### src/rtl/sparse_mac_pkg.sv
// Shared widths, operand type and accumulator FSM encoding for the sparse dot-product MAC.
package sparse_mac_pkg;

    localparam int VALUE_W       = 8;
    localparam int ACC_W_DEFAULT = 32;

    typedef logic signed [VALUE_W-1:0] value_bus_t;

    typedef enum logic [1:0] {
        ST_ACCUM  = 2'd0,
        ST_DRAIN  = 2'd1,
        ST_RESULT = 2'd2,
        ST_DONE   = 2'd3
    } acc_state_e;

endpackage

### src/rtl/sparse_mac_accum_if.sv
// Matched-pair input stream and dot-product result port of the sparse MAC.
interface sparse_mac_accum_if #(
    parameter int VALUE_W = sparse_mac_pkg::VALUE_W,
    parameter int ACC_W   = sparse_mac_pkg::ACC_W_DEFAULT,
    parameter int CNT_W   = 16
);
    logic                     mac_valid_i;
    logic                     mac_finish_i;
    logic [1:0][VALUE_W-1:0]  mac_data_i;
    logic                     clear_i;
    logic                     result_valid_o;
    logic                     result_ready_i;
    logic [ACC_W-1:0]         result_data_o;
    logic [CNT_W-1:0]         match_count_o;
    logic                     overflow_o;
    logic                     busy_o;

    modport slave (
        input  mac_valid_i, mac_finish_i, mac_data_i, clear_i, result_ready_i,
        output result_valid_o, result_data_o, match_count_o, overflow_o, busy_o
    );

    modport master (
        output mac_valid_i, mac_finish_i, mac_data_i, clear_i, result_ready_i,
        input  result_valid_o, result_data_o, match_count_o, overflow_o, busy_o
    );
endinterface

### src/rtl/sparse_mac_mul_add.sv
// Two-stage multiply / accumulate datapath: product register, sign-extended addend register, acc.
// Define SPARSE_MAC_ACC_SAT_EN for a saturating accumulator with sticky overflow; default wraps.
module sparse_mac_mul_add #(
    parameter int VALUE_W = sparse_mac_pkg::VALUE_W,
    parameter int ACC_W   = sparse_mac_pkg::ACC_W_DEFAULT
) (
    input  logic                      mac_clk,
    input  logic                      mac_rst,
    input  logic                      i_clear,
    input  logic                      i_accept,
    input  logic signed [VALUE_W-1:0] i_lhs,
    input  logic signed [VALUE_W-1:0] i_rhs,
    output logic signed [ACC_W-1:0]   o_acc,
    output logic                      o_s1_valid,
    output logic                      o_s2_valid,
    output logic                      o_overflow
);
    logic signed [2*VALUE_W-1:0] w_prod;
    logic signed [2*VALUE_W-1:0] r_prod;
    logic signed [ACC_W-1:0]     r_addend;
    logic signed [ACC_W-1:0]     r_acc;
    logic signed [ACC_W-1:0]     w_acc_next;
    logic                        r_s1_valid;
    logic                        r_s2_valid;

    assign w_prod = (2*VALUE_W)'(i_lhs) * (2*VALUE_W)'(i_rhs);

`ifdef SPARSE_MAC_ACC_SAT_EN
    logic signed [ACC_W:0] w_sum;
    logic                  w_ovf;
    logic                  r_overflow;

    // One guard bit: the two top sum bits disagree exactly when the signed add left the range.
    always_comb begin
        w_sum = {r_acc[ACC_W-1], r_acc} + {r_addend[ACC_W-1], r_addend};
        w_ovf = w_sum[ACC_W] != w_sum[ACC_W-1];
        if (w_ovf) begin
            w_acc_next = w_sum[ACC_W] ? {1'b1, {(ACC_W-1){1'b0}}} : {1'b0, {(ACC_W-1){1'b1}}};
        end else begin
            w_acc_next = w_sum[ACC_W-1:0];
        end
    end

    always_ff @(posedge mac_clk or negedge mac_rst) begin
        if (!mac_rst) begin
            r_overflow <= 1'b0;
        end else if (i_clear) begin
            r_overflow <= 1'b0;
        end else if (r_s2_valid && w_ovf) begin
            r_overflow <= 1'b1;
        end
    end

    assign o_overflow = r_overflow;
`else
    assign w_acc_next = r_acc + r_addend;
    assign o_overflow = 1'b0;
`endif

    always_ff @(posedge mac_clk or negedge mac_rst) begin
        if (!mac_rst) begin
            r_prod     <= '0;
            r_addend   <= '0;
            r_acc      <= '0;
            r_s1_valid <= 1'b0;
            r_s2_valid <= 1'b0;
        end else if (i_clear) begin
            r_acc      <= '0;
            r_s1_valid <= 1'b0;
            r_s2_valid <= 1'b0;
        end else begin
            r_s1_valid <= i_accept;
            r_s2_valid <= r_s1_valid;
            if (i_accept) begin
                r_prod <= w_prod;
            end
            if (r_s1_valid) begin
                r_addend <= ACC_W'(r_prod);
            end
            if (r_s2_valid) begin
                r_acc <= w_acc_next;
            end
        end
    end

    assign o_acc      = r_acc;
    assign o_s1_valid = r_s1_valid;
    assign o_s2_valid = r_s2_valid;
endmodule

### src/rtl/sparse_mac_accum.sv
// Sparse dot-product accumulator: run FSM, saturating match counter and result port.
// Optional saturating accumulate via SPARSE_MAC_ACC_SAT_EN (see sparse_mac_mul_add).
//   state     | meaning
//   ST_ACCUM  | accepting matched pairs until finish
//   ST_DRAIN  | inputs ignored, pipeline emptying into acc
//   ST_RESULT | result_valid_o high, waiting for result_ready_i
//   ST_DONE   | idle, everything ignored except clear_i
module sparse_mac_accum #(
    parameter int VALUE_W = sparse_mac_pkg::VALUE_W,
    parameter int ACC_W   = sparse_mac_pkg::ACC_W_DEFAULT,
    parameter int CNT_W   = 16
) (
    input logic               mac_clk,
    input logic               mac_rst,
    sparse_mac_accum_if.slave bus
);
    import sparse_mac_pkg::*;

    if (ACC_W < 2*VALUE_W) begin : g_acc_w_check
        $error("sparse_mac_accum: ACC_W must be at least 2*VALUE_W");
    end

    acc_state_e              r_state;
    acc_state_e              w_state_next;
    logic                    w_accept;
    logic signed [ACC_W-1:0] w_acc;
    logic                    w_s1_valid;
    logic                    w_s2_valid;
    logic                    w_overflow;
    logic [CNT_W-1:0]        r_match_count;

    sparse_mac_mul_add #(
        .VALUE_W (VALUE_W),
        .ACC_W   (ACC_W)
    ) u_mul_add (
        .mac_clk    (mac_clk),
        .mac_rst    (mac_rst),
        .i_clear    (bus.clear_i),
        .i_accept   (w_accept),
        .i_lhs      (bus.mac_data_i[0]),
        .i_rhs      (bus.mac_data_i[1]),
        .o_acc      (w_acc),
        .o_s1_valid (w_s1_valid),
        .o_s2_valid (w_s2_valid),
        .o_overflow (w_overflow)
    );

    always_ff @(posedge mac_clk or negedge mac_rst) begin
        if (!mac_rst) begin
            r_state <= ST_ACCUM;
        end else begin
            r_state <= w_state_next;
        end
    end

    // Leaving DRAIN once stage 1 is empty is safe: any stage-2 add lands on that same edge.
    always_comb begin
        w_state_next = r_state;
        w_accept     = 1'b0;
        unique case (r_state)
            ST_ACCUM: begin
                w_accept = bus.mac_valid_i;
                if (bus.mac_finish_i) begin
                    w_state_next = ST_DRAIN;
                end
            end
            ST_DRAIN: begin
                if (!w_s1_valid) begin
                    w_state_next = ST_RESULT;
                end
            end
            ST_RESULT: begin
                if (bus.result_ready_i) begin
                    w_state_next = ST_DONE;
                end
            end
            ST_DONE: begin
                w_state_next = ST_DONE;
            end
            default: begin
                w_state_next = ST_ACCUM;
            end
        endcase
        if (bus.clear_i) begin
            w_state_next = ST_ACCUM;
            w_accept     = 1'b0;
        end
    end

    always_ff @(posedge mac_clk or negedge mac_rst) begin
        if (!mac_rst) begin
            r_match_count <= '0;
        end else if (bus.clear_i) begin
            r_match_count <= '0;
        end else if (w_s2_valid && (r_match_count != {CNT_W{1'b1}})) begin
            r_match_count <= r_match_count + CNT_W'(1);
        end
    end

    assign bus.result_valid_o = (r_state == ST_RESULT);
    assign bus.result_data_o  = (r_state == ST_RESULT) ? w_acc : '0;
    assign bus.match_count_o  = r_match_count;
    assign bus.overflow_o     = w_overflow;
    assign bus.busy_o         = (r_state != ST_DONE);
endmodule

### src/flat_wrapper.sv
// flat-port wrapper written by rule: the top's interface ports become plain ports
module sparse_mac_accum_flat import sparse_mac_pkg::*;
#(
    parameter int VALUE_W = sparse_mac_pkg::VALUE_W,
    parameter int ACC_W   = sparse_mac_pkg::ACC_W_DEFAULT,
    parameter int CNT_W   = 16
)
  (mac_clk, mac_rst, bus_mac_valid_i, bus_mac_finish_i, bus_mac_data_i, bus_clear_i, bus_result_ready_i, bus_result_valid_o, bus_result_data_o, bus_match_count_o, bus_overflow_o, bus_busy_o);
  sparse_mac_accum_if #(.VALUE_W(VALUE_W), .ACC_W(ACC_W), .CNT_W(CNT_W)) bus_i ();
  input logic mac_clk;
  input logic mac_rst;
  input wire logic [$bits(bus_i.mac_valid_i)-1:0] bus_mac_valid_i;
  input wire logic [$bits(bus_i.mac_finish_i)-1:0] bus_mac_finish_i;
  input wire logic [$bits(bus_i.mac_data_i)-1:0] bus_mac_data_i;
  input wire logic [$bits(bus_i.clear_i)-1:0] bus_clear_i;
  input wire logic [$bits(bus_i.result_ready_i)-1:0] bus_result_ready_i;
  output wire logic [$bits(bus_i.result_valid_o)-1:0] bus_result_valid_o;
  output wire logic [$bits(bus_i.result_data_o)-1:0] bus_result_data_o;
  output wire logic [$bits(bus_i.match_count_o)-1:0] bus_match_count_o;
  output wire logic [$bits(bus_i.overflow_o)-1:0] bus_overflow_o;
  output wire logic [$bits(bus_i.busy_o)-1:0] bus_busy_o;
  assign bus_i.mac_valid_i = bus_mac_valid_i;
  assign bus_i.mac_finish_i = bus_mac_finish_i;
  assign bus_i.mac_data_i = bus_mac_data_i;
  assign bus_i.clear_i = bus_clear_i;
  assign bus_i.result_ready_i = bus_result_ready_i;
  assign bus_result_valid_o = bus_i.result_valid_o;
  assign bus_result_data_o = bus_i.result_data_o;
  assign bus_match_count_o = bus_i.match_count_o;
  assign bus_overflow_o = bus_i.overflow_o;
  assign bus_busy_o = bus_i.busy_o;
  sparse_mac_accum #(.VALUE_W(VALUE_W), .ACC_W(ACC_W), .CNT_W(CNT_W)) u_core (.mac_clk(mac_clk), .mac_rst(mac_rst), .bus(bus_i));
endmodule
### config.mk
export PLATFORM = sky130hd
export DESIGN_NAME = sparse_mac_accum_flat
export DESIGN_NICKNAME = d
export VERILOG_FILES = /design/src/rtl/sparse_mac_pkg.sv /design/src/rtl/sparse_mac_accum_if.sv /design/src/rtl/sparse_mac_mul_add.sv /design/src/rtl/sparse_mac_accum.sv /design/src/flat_wrapper.sv
export SDC_FILE = /design/constraint.sdc
export NUM_CORES = 1
export LEC_CHECK = 0
export BUFFER_PORTS_ARGS = -buffer_cell sky130_fd_sc_hd__buf_2
export CAP_MARGIN = 20
export CORE_MARGIN = 10
export CORE_UTILIZATION = 65
export DETAILED_ROUTE_END_ITERATION = 10
export PLACE_DENSITY = 0.85
export SKIP_CTS_REPAIR_TIMING = 1
export SLEW_MARGIN = 15
export SYNTH_ARGS = -nofsm -noshare
export SYNTH_HDL_FRONTEND = slang
export SYNTH_SLANG_ARGS = --single-unit
### constraint.sdc
create_clock -name mac_clk -period 7.25 [get_ports mac_clk]
set_input_delay 1.0875 -clock mac_clk [delete_from_list [all_inputs] [get_ports mac_clk]]
set_output_delay 1.0875 -clock mac_clk [all_outputs]
set_load 0.01 [all_outputs]
; ---- Word level (Yosys, flattened, before mapping)
; Index checks and enable logic that the tools add are counted.
[op_classes]
mul = 1
bitwise_logic = 1
n_eq_ne = 8
div_mod_pow = 0
n_reduce_logical = 7
n_shift = 0
magnitude_cmp = 0
n_mux = 14
add_sub_neg = 2
[ops]
columns = op, n
row1 = two-way mux 32 bit, 3
row2 = adder 32 x 16 -> 32 bit, 1
row3 = two-way mux 16 bit, 2
row4 = "adder 16 x 1 -> 16 bit, second input constant", 1
row5 = multiplier 8 x 8 -> 16 bit, 1
row6 = "!= test 16 bit, second input constant", 1
row7 = "!= test 3 bit, second input constant", 3
row8 = two-way mux 2 bit, 4
row9 = case mux 2 bit (4 select lines), 1
row10 = "== test 2 bit, second input constant", 2
row11 = two-way mux 1 bit, 4
row12 = AND reduction 2 bit, 2
row13 = nonzero test 2 bit, 2
row14 = AND reduction 3 bit, 1
row15 = "== test 2 x 1 -> 1 bit, second input constant", 1
row16 = zero test 2 bit, 1
row17 = "!= test 2 bit, second input constant", 1
row18 = logical AND 1 bit, 1
row19 = NOT 1 bit, 1
[totals]
mem_bits_rw = 0
in_bits = 22
rom_bits = 0
mem_count = 0
register_bits = 84
output_inout_bits = 51
elab_cells = 40
latchBits = 0

; ---- Longest topological paths before layout
; Gate-level depths: netlist (run 1).
[depth]
ltp_word = 4
ltp_mapped = 18
mapped_depth_nobuf = 18

; ---- Hierarchy
; A second synthesis (run 1) with hierarchy kept.
[hier_totals]
cells_unflattened = 870
hier_area_um2 = 8054.0
[by_module_without_submodules]
columns = mod, seq_area_each_um2, cells_each, instances, area_per_inst_um2
row1 = sparse_mac_mul_add, 1651.6, 726, 1, 6759.0
row2 = sparse_mac_accum, 450.4, 144, 1, 1295.0

; ---- Worst setup path before layout (run 1)
; OpenSTA, ideal clock, no wires.
[synth_timing]
path_type = input to register
from = input port bus_mac_data_i[15]
to = register u_core.u_mul_add.r_prod[15]
required_ns = 7.119
cell_stages = 15
arrival_ns = 4.884
path_buffers = 0
slack_ns = 2.235
setup_ns = 0.131
path_cell_list = inv_1 > nor2_1 > fa_1 > fa_1 > fa_1 > inv_1 > fa_1 > inv_1 > ha_1 > and2_1 > a221oi_1 > o221ai_1 > o41ai_1 > xnor2_1 > o21ai_1
[synth_between]
elab_chain_cells = 1
[synth_lines]
columns = element, line
row1 = "start, declared", flat_wrapper.sv:14  ; input wire logic [$bits(bus_i.mac_data_i)-1:0] bus_mac_data_i;
row2 = multiplier 8 x 8 -> 16 bit, sparse_mac_mul_add.sv:26  ; assign w_prod = (2*VALUE_W)'(i_lhs) * (2*VALUE_W)'(i_rhs);
row3 = "end signal, assigned", sparse_mac_mul_add.sv:75  ; r_prod <= w_prod;
row4 = "end, declared", sparse_mac_mul_add.sv:19  ; logic signed [2*VALUE_W-1:0] r_prod;
; Every way passes these cells.
; A chain may end at the register's enable or synchronous reset.

; ---- Worst setup path in the final report (run 1)
; Same ends and word-level chain as after synthesis.

==> impl_metrics.tcl, run 1 <==
set metrics [dict create \
    die_width_um 130 \
    ir_worst_vdd_uv 146 \
    yosysWarnings 0 \
    final-hold-violation-count 0 \
    synth_seq_cells 84 \
    place_area_um2 8340 \
    rsz0062_at_grt "false" \
    maxCapViolCount 0 \
    layout_common_cells "inv_1 (105), dfrtp_1 (84), and2_1 (77), nand2_1 (77), nor2_1 (75)" \
    syn-mean-instance-area_um2 8.90 \
    fillers 864 \
    crit_end "u_core.u_mul_add.r_prod[15]" \
    p_per_area_nw_per_um2 270 \
    io_pins 73 \
    tns_ns 0 \
    htree_levels 3 \
    overflow 0 \
    drtPass1Iterations 5 \
    initial_core_util_pct 66.0 \
    drc_errors 0 \
    grt_pass1_vias 6524 \
    route.vias.total 6322 \
    r2r-start "u_core.u_mul_add.o_acc[0]" \
    syn-cell-area_um2 7860 \
    insertedDiodeCount 0 \
    critical_path_class "primary input to flip-flop" \
    portBuffers 71 \
    r2r_slack_ns 3.94 \
    crit_arrival_ns 5.40 \
    multiInputGateArea_um2 5270 \
    place.gp.congestion 0.932 \
    cts_max_path_buffers 2 \
    slew_viol_final 0 \
    area_growth_pct 10.4 \
    antenna_found_initial 0 \
    fin_skew_ns 0.0120 \
    die_area_um2 16900 \
    power.leakage_nw 4.42 \
    wl_per_cell_um 15.7 \
    rows 40 \
    crit_path_start "bus_mac_data_i[15]" \
    path_clk_slew_ns 0.06 \
    fin_crit_sh_pct 71.4 \
    dp.cells 1081 \
    numCtsBuffers 9 \
    synth_area_leaders "dfrtp_1 (27%), fa_1 (14%), ha_1 (9.7%)" \
    drive_above_1_share_pct 12.4 \
    yosysTopAreaCell "dfrtp_1" \
    cp-end-kind "flip-flop" \
    fmax_mhz 193 \
    hpwl_um 13200 \
    clk_latency_ns 0.35 \
    core_area_um2 11900 \
    synth_seq_area_share_pct 26.7 \
    reg2reg_to "u_core.u_mul_add.o_acc[30]" \
    async_reset_ff_share_pct 100 \
    grt_use_total_pct 21.5 \
    cts.sinks 84 \
    post-route-cell-area_um2 8680 \
    start_kind "primary input" \
    grt_first_pass_wirelength_um 30000 \
    synth.distinct_cells 64 \
    syn_inst 883 \
    yosys.area.top_type_share_pct 26.7 \
    fin_crit_ns 5.18 \
    final_nets 1085 \
    crit_required_ns 7.47 \
    place_ws_ns 1.73 \
    run_status "completed" \
    finalSetupViolCount 0 \
    synth-edff-count 0 \
    routed_wirelength_um 17300 \
    mostFrequentLayoutCell "inv_1" \
    cts_root_buf "clkbuf_16" \
    tightest_slew_ns 0.792 \
    cts_tree "done" \
    worstPathMaxFanout 6 \
    slew_headroom_pct 47.1 \
    ys.flop_type "dfrtp_1" \
    die_height_um 130 \
    hold_path.class "flip-flop to flip-flop" \
    grt_max_degree 85 \
    setup_slack_ns 2.07 \
    vias_per_cell 5.76 \
    synth.net_count 1022 \
    ant_nets 0 \
    drtIter0Drc 463 \
    post-route-util_pct 72.8 \
    reg2reg_depth 10 \
    regArea_um2 2100 \
    instances_no_fill 1098 \
]
stage by stage:
stage	hold slack [ns]	power [mW]
2_1_floorplan	0.442	1.58
4_1_cts	0.481	2.34
5_1_grt	0.513	2.55
3_3_place_gp	0.456	1.77
3_5_place_dp	0.466	1.83
6_report	0.473	2.34
worst max-delay path, stage by stage:
cell,delay (ns)
buf_2,0.13
inv_1,0.15
nor2_1,0.09
fa_1,0.53
fa_1,0.54
fa_1,0.55
inv_1,0.05
fa_1,0.53
inv_1,0.04
ha_1,0.32
and2_1,0.17
a221oi_1,0.37
o221ai_1,0.23
o41ai_1,0.35
xnor2_1,0.17
o21ai_1,0.08
registers in the layout, indices dropped and copies added, names as in the netlist:
signal,count
u_core.bus.match_count_o,16
u_core.u_mul_add.r_addend,16
u_core.r_state,2
u_core.u_mul_add.o_s2_valid,1
u_core.u_mul_add.o_acc,32
u_core.u_mul_add.r_prod,16
u_core.u_mul_add.o_s1_valid,1
worst min path at each step:
| stage | from | to | slack, ns | cells past startpoint |
|---|---|---|---|---|
| floorplan | u_core.u_mul_add.r_prod[1] | u_core.u_mul_add.r_prod[1] | 0.44 | 2 |
| global placement | u_core.u_mul_add.r_prod[10] | u_core.u_mul_add.r_prod[10] | 0.46 | 2 |
| detailed placement | u_core.u_mul_add.r_prod[12] | u_core.u_mul_add.r_prod[12] | 0.47 | 2 |
| CTS | u_core.u_mul_add.r_prod[12] | u_core.u_mul_add.r_prod[12] | 0.48 | 2 |
| global route | u_core.u_mul_add.r_prod[0] | u_core.u_mul_add.r_prod[0] | 0.51 | 2 |
| finish | u_core.u_mul_add.r_prod[12] | u_core.u_mul_add.r_prod[12] | 0.47 | 2 |
cell usage after synthesis, types with 3 or more instances:
cell and n:
o21ai_0 23, nand4_1 7, nor3_1 11, or4_1 3
or3_1 5, a31oi_1 9, o21bai_1 4, mux2i_1 15
a211oi_1 7, mux2_2 16, nor4_1 3, o22ai_1 3
and3_1 10, ha_1 61, a21oi_1 44, xnor2_1 25
nor2b_1 8, o21ai_1 13, a221oi_1 4, xor2_1 20
nand3b_1 3, o31ai_1 4, and2_1 77, nand3_1 16
nand2b_1 6, nor2_1 75, fa_1 56, o211ai_1 5
nand2_1 77, buf_1 5, a21o_1 18, inv_1 105
nor3b_1 4, o21a_1 6, clkbuf_1 16, dfrtp_1 84
final cells by class:
type,count,share of cell area (%)
repair buffers,76,4.70
multi-input cells,669,60.7
well taps,147,2.12
inverters,106,4.59
clock buffers,9,2.60
flip-flops and latches,84,24.2
clock inverters,7,1.08
cells by family after synthesis:
| logic type | share of synthesized area [%] |
|---|---|
| XOR/XNOR | 5.01 |
| AND/OR/NAND/NOR | 20.3 |
| flip-flops | 26.7 |
| buffers and inverters | 6.29 |
| adder cells (fa/ha/maj) | 24.0 |
| other | 0.0477 |
| multiplexers | 4.39 |
| AO/OA/AOI/OAI | 13.3 |
layer usage:
metal	vias up	track usage [%]	wire length (um)
li1	3100	-	-
met1	3012	26.5	7500
met3	29	2.84	767
met4	0	6.35	300
met2	181	38.6	8720
met5	-	0	0
report_power, final:
group | internal (mW) | switching (mW)
registers | 0.562 | 0.0787
logic | 0.521 | 0.683
clock network | 0.277 | 0.218
total | 1.36 | 0.979
(Power assumes the default switching activity.)
==> inputs of run 2 (changes only) <==
--- a/config.mk
+++ b/config.mk
@@ -8,9 +8,9 @@
 export BUFFER_PORTS_ARGS = -buffer_cell sky130_fd_sc_hd__buf_2
 export CAP_MARGIN = 20
 export CORE_MARGIN = 10
-export CORE_UTILIZATION = 65
+export CORE_UTILIZATION = 55
 export DETAILED_ROUTE_END_ITERATION = 10
-export PLACE_DENSITY = 0.85
+export PLACE_DENSITY = 0.77
 export SKIP_CTS_REPAIR_TIMING = 1
 export SLEW_MARGIN = 15
 export SYNTH_ARGS = -nofsm -noshare
==> constraint.sdc (replaced) <==
create_clock -name mac_clk -period 4.3 [get_ports mac_clk]
set_input_delay 0.645 -clock mac_clk [delete_from_list [all_inputs] [get_ports mac_clk]]
set_output_delay 0.645 -clock mac_clk [all_outputs]
set_load 0.01 [all_outputs]
==> run 2 against run 1 <==
Compared with the run above: critical path depth rose by 1; largest power group unchanged; highest routed layer unchanged; largest cell class unchanged; flip-flop and latch count unchanged; critical endpoint is now u_core.u_mul_add.r_prod[12]; wire length is 0.29% lower; final cell count grew 7.1%; non-clock buffer count increased by 45.
==> impl_metrics.tcl, run 2 (same netlist as run 1, synthesis figures left out) <==
set metrics [dict create \
    fin_crit_sh_pct 99.1 \
    mostFrequentLayoutCell "inv_1" \
    fillers 1143 \
    r2r-start "u_core.u_mul_add.o_acc[0]" \
    start_kind "primary input" \
    io_pins 73 \
    cts_root_buf "clkbuf_16" \
    cp-end-kind "flip-flop" \
    grt_pass1_vias 6563 \
    fin_crit_ns 4.26 \
    critical_path_class "primary input to flip-flop" \
    crit_arrival_ns 4.52 \
    hpwl_um 13500 \
    fin_skew_ns 0.00938 \
    insertedDiodeCount 0 \
    drtPass1Iterations 5 \
    overflow 0 \
    tightest_slew_ns 0.873 \
    grt_use_total_pct 17.8 \
    finalSetupViolCount 0 \
    ir_worst_vdd_uv 263 \
    hold_path.class "primary input to asynchronous set/reset pin" \
    power.leakage_nw 4.66 \
    maxCapViolCount 0 \
    initial_core_util_pct 56.4 \
    portBuffers 71 \
    htree_levels 3 \
    run_status "completed" \
    drive_above_1_share_pct 20.6 \
    numCtsBuffers 9 \
    die_height_um 140 \
    multiInputGateArea_um2 5470 \
    final_nets 1130 \
    drtIter0Drc 362 \
    rows 43 \
    slew_headroom_pct 41.6 \
    die_width_um 140 \
    ant_nets 0 \
    grt_first_pass_wirelength_um 29900 \
    crit_required_ns 4.56 \
    wl_per_cell_um 14.7 \
    regArea_um2 2100 \
    cts_tree "done" \
    fmax_mhz 235 \
    hold_ws_ns 0.182 \
    grt_max_degree 85 \
    cts_max_path_buffers 2 \
    layout_common_cells "inv_1 (95), dfrtp_1 (84), nand2_1 (73), nor2_1 (73), and2_1 (70)" \
    area_growth_pct 18.2 \
    rsz0062_at_grt "true" \
    clk_latency_ns 0.35 \
    die_area_um2 19500 \
    slew_viol_final 0 \
    path_clk_slew_ns 0.07 \
    p_per_area_nw_per_um2 471 \
    antenna_found_initial 0 \
    final-hold-violation-count 0 \
    worstPathMaxFanout 7 \
    tns_ns 0 \
    route.vias.total 6428 \
    place.gp.congestion 0.875 \
    largest_register_ff_count 32 \
    cts.sinks 84 \
    crit_path_start "bus_mac_data_i[2]" \
    drc_errors 0 \
    vias_per_cell 5.47 \
    r2r_slack_ns 0.98 \
    routed_wirelength_um 17200 \
    core_area_um2 13900 \
]
[run 2: path summary, 6_finish.rpt]
kind / end / cells past startpoint
max: u_core.u_mul_add.r_prod[12] / 17
max reg2reg: u_core.u_mul_add.o_acc[30] / 10
min: u_core.bus.match_count_o[5] / 1
max in group asynchronous: u_core.u_mul_add.o_acc[10] / 2
min in group mac_clk: u_core.u_mul_add.r_prod[8] / 2
min reg2reg: u_core.u_mul_add.r_prod[8] / 2
[run 2: routing by layer]
metal | GRT usage, % | vias to the layer above | part of all wire [%]
met5 | 0 | - | 0
met4 | 5.33 | 0 | 1.8
met3 | 3.16 | 29 | 4.9
met2 | 31.4 | 132 | 50
met1 | 21.5 | 3086 | 43
li1 | - | 3181 | -
[run 2: per-stage QoR]
step                      setup WS [ns]  total power, mW  instances  utilization (%)  instance area, um2
after global placement           -0.326             3.36       1159             63.4                8830
after CTS                       -0.0145             4.28       1175             65.6                9150
after detailed placement         -0.368             3.44       1159             63.4                8830
after global routing             -0.113             4.78       1176             66.7                9290
final                            0.0366             4.38       1176             66.7                9290
after floorplan                 -0.0812             2.83        883                -                7970
[run 2: layout make-up]
type / instances / share of cell area [%]
inverters: 106 / 4.31
well taps: 180 / 2.42
multi-input cells: 669 / 58.9
repair buffers: 121 / 8.36
clock inverters: 6 / 0.835
flip-flops and latches: 84 / 22.6
clock buffers: 10 / 2.57
[run 2: where the power goes]
part | internal (mW) | total [mW] | leakage (nW) | switching, mW
Combinational | 1.19 | 2.48 | 3.38 | 1.29
Sequential | 0.948 | 1.07 | 1.12 | 0.125
Clock | 0.478 | 0.827 | 0.154 | 0.349
[run 2: critical path: stages]
cell	delay (ns)
clkbuf_4	0.16
and2_1	0.18
fa_1	0.49
ha_1	0.30
inv_1	0.06
fa_1	0.50
fa_1	0.54
inv_1	0.06
ha_4	0.24
nor2b_1	0.13
o21ai_2	0.17
a21boi_2	0.09
o21a_1	0.19
o21a_1	0.22
o21a_1	0.19
o21a_1	0.17
o31ai_1	0.19
